--- config.mk ---
export PLATFORM = sky130hd
export DESIGN_NAME = spi_byte_bridge
export DESIGN_NICKNAME = d
export VERILOG_FILES = /design/src/rtl/spi_byte_bridge_pkg.sv /design/src/rtl/spi_byte_bridge_fifo.sv /design/src/rtl/spi_byte_bridge.sv
export SDC_FILE = /design/constraint.sdc
export NUM_CORES = 1
export LEC_CHECK = 0
export CELL_PAD_IN_SITES_DETAIL_PLACEMENT = 1
export CELL_PAD_IN_SITES_GLOBAL_PLACEMENT = 1
export CORE_ASPECT_RATIO = 1.75
export CORE_MARGIN = 2
export CORE_UTILIZATION = 54
export DETAILED_ROUTE_END_ITERATION = 8
export DONT_BUFFER_PORTS = 1
export PLACE_DENSITY_LB_ADDON = 0.1
export SYNTH_ARGS = -nofsm -noshare
export SYNTH_HDL_FRONTEND = slang
export SYNTH_SLANG_ARGS = --single-unit
--- constraint.sdc ---
create_clock -name clk -period 3.1 [get_ports clk]
set_input_delay 0.31 -clock clk [delete_from_list [all_inputs] [get_ports clk]]
set_output_delay 0.31 -clock clk [all_outputs]
set_load 0.005 [all_outputs]
--- src/rtl/spi_byte_bridge_pkg.sv ---
// Shared definitions for the SPI byte bridge and its FIFOs.
// Latency: n/a (constants and a width helper only).
// Backpressure: n/a.
package spi_byte_bridge_pkg;

    // Byte driven to the shifter when no TX byte is held.
    localparam logic [7:0] DEFAULT_IDLE_BYTE = 8'hFF;

    // Occupancy counters need one extra bit so that "full" (== depth) fits.
    function automatic int lvl_w(input int depth);
        return $clog2(depth) + 1;
    endfunction

endpackage

--- src/rtl/spi_byte_bridge_fifo.sv ---
// Synchronous first-word-fall-through FIFO with level count.
// Latency: a push into an empty FIFO is visible on out_vld/out_dat next cycle.
// Backpressure: in_rdy = not full; a push while full is taken only if a pop
//               happens in the same cycle (the pop frees the slot first).
// Ports: clk, rst_n | in_vld/in_rdy/in_dat write side |
//        out_vld/out_rdy/out_dat read side (head is registered storage) | level.
module sync_fifo
    import spi_byte_bridge_pkg::*;
#(
    parameter int WIDTH = 8,
    parameter int DEPTH = 8,
    parameter int LW    = lvl_w(DEPTH)
) (
    input  logic             clk,
    input  logic             rst_n,
    input  logic             in_vld,
    output logic             in_rdy,
    input  logic [WIDTH-1:0] in_dat,
    output logic             out_vld,
    input  logic             out_rdy,
    output logic [WIDTH-1:0] out_dat,
    output logic [LW-1:0]    level
);

    localparam int AW = $clog2(DEPTH);

    logic [WIDTH-1:0] mem [DEPTH];
    logic [AW-1:0]    wr_ptr;
    logic [AW-1:0]    rd_ptr;
    logic             full;
    logic             empty;
    logic             rd_ok;
    logic             wr_ok;

    assign full    = (level == LW'(DEPTH));
    assign empty   = (level == '0);
    assign in_rdy  = ~full;
    assign out_vld = ~empty;
    assign out_dat = mem[rd_ptr];

    assign rd_ok = out_rdy & ~empty;
    assign wr_ok = in_vld & (~full | rd_ok);

    always_ff @(posedge clk or negedge rst_n) begin
        if (!rst_n) begin
            wr_ptr <= '0;
            rd_ptr <= '0;
            level  <= '0;
        end else begin
            // Pointers wrap naturally because DEPTH is a power of two.
            if (wr_ok) wr_ptr <= wr_ptr + 1'b1;
            if (rd_ok) rd_ptr <= rd_ptr + 1'b1;
            case ({wr_ok, rd_ok})
                2'b10:   level <= level + 1'b1;
                2'b01:   level <= level - 1'b1;
                default: level <= level;
            endcase
        end
    end

    // Storage carries no reset; validity is tracked by level alone.
    always_ff @(posedge clk) begin
        if (wr_ok) mem[wr_ptr] <= in_dat;
    end

endmodule

--- src/rtl/spi_byte_bridge.sv ---
// Bridges the SCK/CS-domain SPI byte shifter to the system clock: RX/TX FIFOs + TX hold.
// Latency: RX byte lands in the FIFO SYNC_STAGES+1 clk after CS rises; TX reload 1 clk after cs_rise.
// Backpressure: tx_ready = TX FIFO not full; RX bytes arriving on a full FIFO are dropped (rx_overflow).
// Ports: clk, rst_n | spi_cs, spi_p_out, spi_p_in shifter side |
//        tx_data/tx_valid/tx_ready, rx_data/rx_valid/rx_ready, tx_level, rx_level |
//        xfer_done pulse, rx_overflow/tx_underrun sticky flags, flag_clr.
module spi_byte_bridge
    import spi_byte_bridge_pkg::*;
#(
    parameter int               WIDTH       = 8,
    parameter int               DEPTH       = 8,
    parameter logic [WIDTH-1:0] IDLE_BYTE   = WIDTH'(DEFAULT_IDLE_BYTE),
    parameter int               SYNC_STAGES = 2
) (
    input  logic                    clk,
    input  logic                    rst_n,
    input  logic                    spi_cs,
    input  logic [WIDTH-1:0]        spi_p_out,
    output logic [WIDTH-1:0]        spi_p_in,
    input  logic [WIDTH-1:0]        tx_data,
    input  logic                    tx_valid,
    output logic                    tx_ready,
    output logic [WIDTH-1:0]        rx_data,
    output logic                    rx_valid,
    input  logic                    rx_ready,
    output logic [lvl_w(DEPTH)-1:0] tx_level,
    output logic [lvl_w(DEPTH)-1:0] rx_level,
    output logic                    xfer_done,
    output logic                    rx_overflow,
    output logic                    tx_underrun,
    input  logic                    flag_clr
);

    // CS synchroniser; resets to all-ones so CS reads idle.
    logic [SYNC_STAGES-1:0] cs_sync;
    logic                   cs_s;
    logic                   cs_d;
    logic                   cs_rise;
    logic                   cs_fall;

    always_ff @(posedge clk or negedge rst_n) begin
        if (!rst_n) begin
            cs_sync <= '1;
            cs_d    <= 1'b1;
        end else begin
            cs_sync <= {cs_sync[SYNC_STAGES-2:0], spi_cs};
            cs_d    <= cs_s;
        end
    end

    assign cs_s      = cs_sync[SYNC_STAGES-1];
    assign cs_rise   = cs_s & ~cs_d;
    assign cs_fall   = ~cs_s & cs_d;
    assign xfer_done = cs_rise;

    // TX path
    logic             tx_head_vld;
    logic [WIDTH-1:0] tx_head;
    logic             hold_valid;
    logic             load;

    // cs_d excludes the cs_rise cycle, so the earliest reload follows it.
    assign load = cs_s & cs_d & ~hold_valid & tx_head_vld;

    sync_fifo #(.WIDTH(WIDTH), .DEPTH(DEPTH)) u_tx_fifo (
        .clk     (clk),
        .rst_n   (rst_n),
        .in_vld  (tx_valid & tx_ready),
        .in_rdy  (tx_ready),
        .in_dat  (tx_data),
        .out_vld (tx_head_vld),
        .out_rdy (load),
        .out_dat (tx_head),
        .level   (tx_level)
    );

    always_ff @(posedge clk or negedge rst_n) begin
        if (!rst_n) begin
            hold_valid <= 1'b0;
            spi_p_in   <= IDLE_BYTE;
        end else if (cs_rise) begin
            // Held byte counts as consumed even if the master aborted early.
            hold_valid <= 1'b0;
            spi_p_in   <= IDLE_BYTE;
        end else if (load) begin
            hold_valid <= 1'b1;
            spi_p_in   <= tx_head;
        end
    end

    // RX path: spi_p_out has been stable for SYNC_STAGES cycles by cs_rise.
    logic rx_in_rdy;
    logic rx_pop;

    assign rx_pop = rx_valid & rx_ready;

    sync_fifo #(.WIDTH(WIDTH), .DEPTH(DEPTH)) u_rx_fifo (
        .clk     (clk),
        .rst_n   (rst_n),
        .in_vld  (cs_rise),
        .in_rdy  (rx_in_rdy),
        .in_dat  (spi_p_out),
        .out_vld (rx_valid),
        .out_rdy (rx_ready),
        .out_dat (rx_data),
        .level   (rx_level)
    );

    // Sticky flags: a set event beats a simultaneous clear.
    always_ff @(posedge clk or negedge rst_n) begin
        if (!rst_n) begin
            rx_overflow <= 1'b0;
            tx_underrun <= 1'b0;
        end else begin
            if (cs_rise & ~rx_in_rdy & ~rx_pop) rx_overflow <= 1'b1;
            else if (flag_clr)                  rx_overflow <= 1'b0;

            if (cs_fall & ~hold_valid) tx_underrun <= 1'b1;
            else if (flag_clr)         tx_underrun <= 1'b0;
        end
    end

endmodule
Yosys cells after proc, flatten, opt, wreduce, memory -nomap -nowiden
Memories as Yosys holds them, arrays and structs flattened.
Cells that the tools add are included.
{ "op_classes": {"n_addsub": 8, "n_eq_ne": 6, "mux": 13, "bitwise_logic": 23, "reduce_logical": 7} }
{ "op_table": {"columns": ["op", "n"], "rows": [
  ["$mux 8", 2],
  ["$pmux 4 s2", 2],
  ["$and 1x1->1", 13],
  ["$add 3x1->3 const B", 4],
  ["$reduce_bool 2->1", 5],
  ["$mux 1", 9],
  ["$add 4x1->4 const B", 2],
  ["$eq 4x4->1 const B", 2],
  ["$logic_not 4->1", 2],
  ["$not 1->1", 8],
  ["$sub 4x1->4 const B", 2],
  ["$eq 2x1->1 const B", 2],
  ["$eq 2x2->1 const B", 2],
  ["$or 1x1->1", 2]
]} }
{ "word_totals": {"ff_bits": 34, "ram_bits": 128, "output_inout_bits": 29, "elab_cells": 71, "n_memories": 2} }
{ "memory_table": {"columns": ["name", "depth", "word_bits", "read_ports", "rd_clocked_by_memory_dff", "write_ports", "line", "text"], "rows": [
  ["u_rx_fifo.mem", 8, 8, 1, 0, 1, "spi_byte_bridge_fifo.sv:27", "logic [WIDTH-1:0] mem [DEPTH];"],
  ["u_tx_fifo.mem", 8, 8, 1, 0, 1, "spi_byte_bridge_fifo.sv:27", null]
]} }

Longest topological paths before layout
{ "depth": {"ltp_word": 8, "mapped_depth": 11} }

Modules after synthesis
Synthesis repeated with hierarchy kept, for this count alone.
{ "unflattened": {"cells_unflattened": 367, "area_unflattened_um2": 6786.5} }
{ "by_module_without_submodules": {"columns": ["mod", "n_inst", "cells_per_inst", "area_per_inst_um2", "seq_area_each_um2"], "rows": [
  ["sync_fifo (u_tx_fifo)", 1, 163, 3146.8, 2172.1],
  ["sync_fifo (u_rx_fifo)", 1, 151, 3071.7, 2172.1],
  ["spi_byte_bridge", 1, 53, 568.0, 364.1]
]} }

Least setup slack after synthesis
OpenSTA, ideal clock, no wires.
{ "synth_timing": {"path_type": "flip-flop to flip-flop", "from": "reg cs_sync[1]", "to": "reg u_tx_fifo.level[3]", "setup_time_ns": 0.116, "arrival_time_ns": 2.344, "t_required_ns": 2.984, "slack_ns": 0.640, "stages_incl_launch_ff": 9, "n_path_buf": 1, "path_cell_list": "dfstp_2 -> inv_1 -> nor4_2 -> clkbuf_1 -> ha_1 -> ha_1 -> a21oi_1 -> o21ai_0 -> o311ai_0"} }
{ "synth_between": {"elab_chain_cells": 8, "elab_cells_between_ends": 10, "cone_classes": "2 x eq/ne; 1 x mux; 6 x bitwise; 1 x reduce/logical"} }
{ "synth_rtl": {"columns": ["item", "line", "text"], "rows": [
  ["from (decl)", "spi_byte_bridge.sv:35", "logic [SYNC_STAGES-1:0] cs_sync;"],
  ["from (signal assigned)", "spi_byte_bridge.sv:46", "cs_sync <= {cs_sync[SYNC_STAGES-2:0], spi_cs};"],
  ["$and 1x1->1 (*) (3 in series)", "spi_byte_bridge.sv:63", "assign load = cs_s & cs_d & ~hold_valid & tx_head_vld;"],
  ["$and 1x1->1 (*)", "spi_byte_bridge_fifo.sv:41", "assign rd_ok = out_rdy & ~empty;"],
  ["via u_tx_fifo.rd_ok", "spi_byte_bridge_fifo.sv:32", "logic rd_ok;"],
  ["$or 1x1->1", "spi_byte_bridge_fifo.sv:42", "assign wr_ok = in_vld & (~full | rd_ok);"],
  ["$and 1x1->1", "spi_byte_bridge_fifo.sv:42", null],
  ["$eq 2x1->1 / $eq 2x2->1 (equally long branches)", "spi_byte_bridge_fifo.sv:53", "case ({wr_ok, rd_ok})"],
  ["$pmux 4 s2 / $reduce_bool 2->1 (equally long branches)", null, null],
  ["to (signal assigned)", "spi_byte_bridge_fifo.sv:54", "2'b10: level <= level + 1'b1;"],
  ["to (signal assigned)", "spi_byte_bridge_fifo.sv:55", "2'b01: level <= level - 1'b1;"],
  ["to (signal assigned)", "spi_byte_bridge_fifo.sv:56", "default: level <= level;"],
  ["to (decl)", "spi_byte_bridge_fifo.sv:22", "output logic [LW-1:0] level"]
]} }
The timed path passes the listed nets; every way through them passes the cells marked *.
A chain may end at the register's enable or synchronous reset.

Worst setup path after layout
{ "layout_timing": {"from": "reg u_tx_fifo.level[0]", "to": "reg u_tx_fifo.level[3]"} }
{ "layout_between": {"elab_cells_between_ends": 15, "cone_classes": "2 x add/sub; 3 x eq/ne; 1 x mux; 7 x bitwise; 2 x reduce/logical"} }
{ "layout_rtl": {"columns": ["item", "line", "text"], "rows": [
  ["$eq 4x4->1 (*)", "spi_byte_bridge_fifo.sv:35", "assign full = (level == LW'(DEPTH));"],
  ["$not 1->1 (*)", "spi_byte_bridge_fifo.sv:37", "assign in_rdy = ~full;"],
  ["via tx_ready", "spi_byte_bridge.sv:22", "output logic tx_ready,"],
  ["$and 1x1->1 / $or 1x1->1 (equally long branches)", "spi_byte_bridge.sv:68, spi_byte_bridge_fifo.sv:42", null],
  ["$and 1x1->1 (*)", "spi_byte_bridge_fifo.sv:42", null],
  ["$eq 2x1->1 / $eq 2x2->1 (equally long branches)", "spi_byte_bridge_fifo.sv:53", null],
  ["$pmux 4 s2 / $reduce_bool 2->1 (equally long branches)", null, null]
]} }
Marked as above.

==> out/metrics.csv <==
metric,value,unit
grt_pass1_wl,19.59,mm
ys_types,40,
core.rowCount,53,
grt_pass1_vias,3528,
worstSetupStartpointType,flop,
regArea,4708,sq um
areaGrowthSynthToFinish,15.45,%
drt_iter0_drc,205,
synth_nets,381,
endpoint_kind,flop,
maxSlewViolCount,0,
clkLatencyLatePin,420,ps
synth_top_cell_by_area,edfxtp_1,
core-area,11940,sq um
r2r_end,u_tx_fifo.level[3],
period_needed,2765,ps
numCtsBuffers,17,
min_from,rx_ready,
synth_edf_count,128,
leakagePower,2.686,nW
arrival,3070,ps
finalSetupTns,0,ps
syn_area,6574,sq um
fillers,1031,
drc,0,
clkTransAtPathRegs,70,ps
dp_hpwl,8.710,mm
irDropWorstVdd,0.4834,mV
synth_seq_cells,162,
async_flop_share,0.2099,
cts_max_path_buffers,2,
cts_tree,done,
drive_above_1_share,0.2426,
grt_overflow,0,
period_share,0.8919,
first_pass_iters,4,
dp_slack,-35.97,ps
crit_fanout,8,
cp.required,3400,ps
crit_type,flop to flop,
whs_path_depth,2,
multi_input_area,1759,sq um
initial_core_util,0.5507,
grt_max_degree,35,
place.gp.congestion,0.6697,
antenna_found_initial,1,
wl_per_cell,23.59,um
io_buffers,0,
yosysWarnings,0,
finalSetupViolations,0,
track_usage,0.2111,
cts_root_buf,clkbuf_16,
die-area,13110,sq um
netlist_instances,348,
hold_ws,50.41,ps
p_total,6.760,mW
avgSynthCellArea,18.89,sq um
cts_sinks,162,
die_y,150.0,um
rsz0062_at_grt,false,
outcome,completed,
dieWidth,87.41,um
drt_wl_total,12.88,mm
power_density,890.7,nW/um^2
cts-htree-levels,4,
yosys_most_used_dff,edfxtp_1,
finalNetCount,429,
final_cell_mix,"128 x edfxtp_1, 23 x dfrtp_1, 22 x buf_4",
slew-limit-headroom,0.3089,
reg2reg_from,u_tx_fifo.level[0],
ys_seq_area_frac,0.7162,
drv_cap,0,
avgViaCountPerCell,5.941,
final_common_cell,edfxtp_1,
vias,3244,
yosys-top-cells-area,"edfxtp_1 58%, dfrtp_1 8.8%, mux4_1 6.4%",
setup_ws,335.1,ps
r2r_setup_slack,340,ps
hold_viol,0,
finClkSkew,7.617,ps
tightest_slew,1028,ps
ant_nets,0,
ff2ff_path_depth,8,
synth_top_area_frac,0.5847,
hold_path.class,input pin to flop,
hold-path-endpoint,u_rx_fifo.rd_ptr[2],
fmax,361.7,MHz
ioPinCount,51,
-- flip-flops by register name, indices dropped and copies added, names as in the netlist --
| signal | flops |
|---|---|
| u_tx_fifo.wr_ptr | 3 |
| tx_underrun | 1 |
| u_tx_fifo.level | 4 |
| cs_sync | 2 |
| u_rx_fifo.level | 4 |
| spi_p_in | 8 |
| rx_overflow | 1 |
| u_rx_fifo.wr_ptr | 3 |
| u_tx_fifo.mem | 64 |
| hold_valid | 1 |
| u_rx_fifo.mem | 64 |
| cs_d | 1 |
| u_tx_fifo.rd_ptr | 3 |
| u_rx_fifo.rd_ptr | 3 |
-- synth_stat cells (2+ instances only) --
library cell	instances
a21oi_1	10
buf_1	2
buf_2	3
buf_6	2
clkbuf_1	4
dfrtp_1	23
dfstp_2	11
edfxtp_1	128
ha_1	10
inv_1	11
mux2_2	13
mux2i_1	9
mux4_1	16
mux4_2	16
nand2_1	11
nand2b_1	7
nand3_1	6
nand3b_1	2
nor2_1	10
nor3_1	17
nor4_1	4
o21ai_0	3
xnor2_1	9
xor2_1	5
-- report_power, final --
group | internal, mW | switching, mW | total [mW] | leakage (nW)
Clock | 1.03 | 0.858 | 1.89 | 0.263
Combinational | 0.891 | 0.736 | 1.63 | 0.873
Sequential | 2.78 | 0.464 | 3.24 | 1.55
Total | 4.70 | 2.06 | 6.76 | 2.69
-- per-layer routing --
layer | global-route usage | vias to the layer above | routed length [um]
met2 | 0.3902 | 49 | 7606
met4 | 0.09077 | 0 | 340
met5 | 0 | - | 0
li1 | - | 1485 | -
met1 | 0.2208 | 1689 | 4525
met3 | 0.05074 | 21 | 405
-- cell families after synthesis --
| group | after synthesis | share of synthesized area |
|---|---|---|
| flops | 162 | 0.7162 |
| simple gates | 64 | 0.05196 |
| mux | 54 | 0.1547 |
| buf+inv | 25 | 0.02036 |
| compound gates | 18 | 0.01599 |
| xor+xnor | 14 | 0.01865 |
| fa+ha+maj | 11 | 0.02208 |
-- cell type report --
type                            count  area share
Tap cell                          137     0.02258
Clock inverter                     14     0.01401
Antenna cell                        1   0.0003297
Multi-Input combinational cell    162      0.2318
Timing Repair Buffer               42     0.04946
Sequential cell                   162      0.6203
Inverter                           11    0.005440
Clock buffer                       17     0.05605
-- repair_timing --
action,4_1_cts,5_1_grt
endpoints found under the setup margin,1,1
hold buffers,20,0
hold endpoints to repair,165,0
gates cloned,0,1
pin swaps,1,1
buffers inserted,0,1
gates resized for setup,0,1
-- per-stage QoR --
stage               cell area (sq um)  cells  utilization
floorplan                        6574    348            -
detailed placement               6819    492       0.5713
global route                     7590    546       0.6358
CTS                              7561    543       0.6334
global placement                 6819    492       0.5713
finish                           7590    546       0.6358
-- critical path: stages, from the launching register on --
cell	delay [ps]
dfrtp_1	390
buf_4	170
or4b_4	580
nand2_1	180
ha_1	330
ha_1	290
a21oi_1	250
o21ai_0	150
o311ai_0	320
-- worst max path at each step --
stage                                   from                 end  slack [ps]  cells after the start
after floorplan                   cs_sync[1]  u_tx_fifo.level[3]         640                      8
after global placement            cs_sync[1]  u_tx_fifo.level[3]         170                      7
after detailed placement          cs_sync[1]  u_tx_fifo.level[3]         -40                      7
after CTS                               cs_d  u_tx_fifo.level[3]           1                      7
after global routing      u_tx_fifo.level[0]  u_tx_fifo.level[3]          40                      8
final                     u_tx_fifo.level[0]  u_tx_fifo.level[3]         340                      8
No activity file was read; power rests on OpenSTA's default activity.
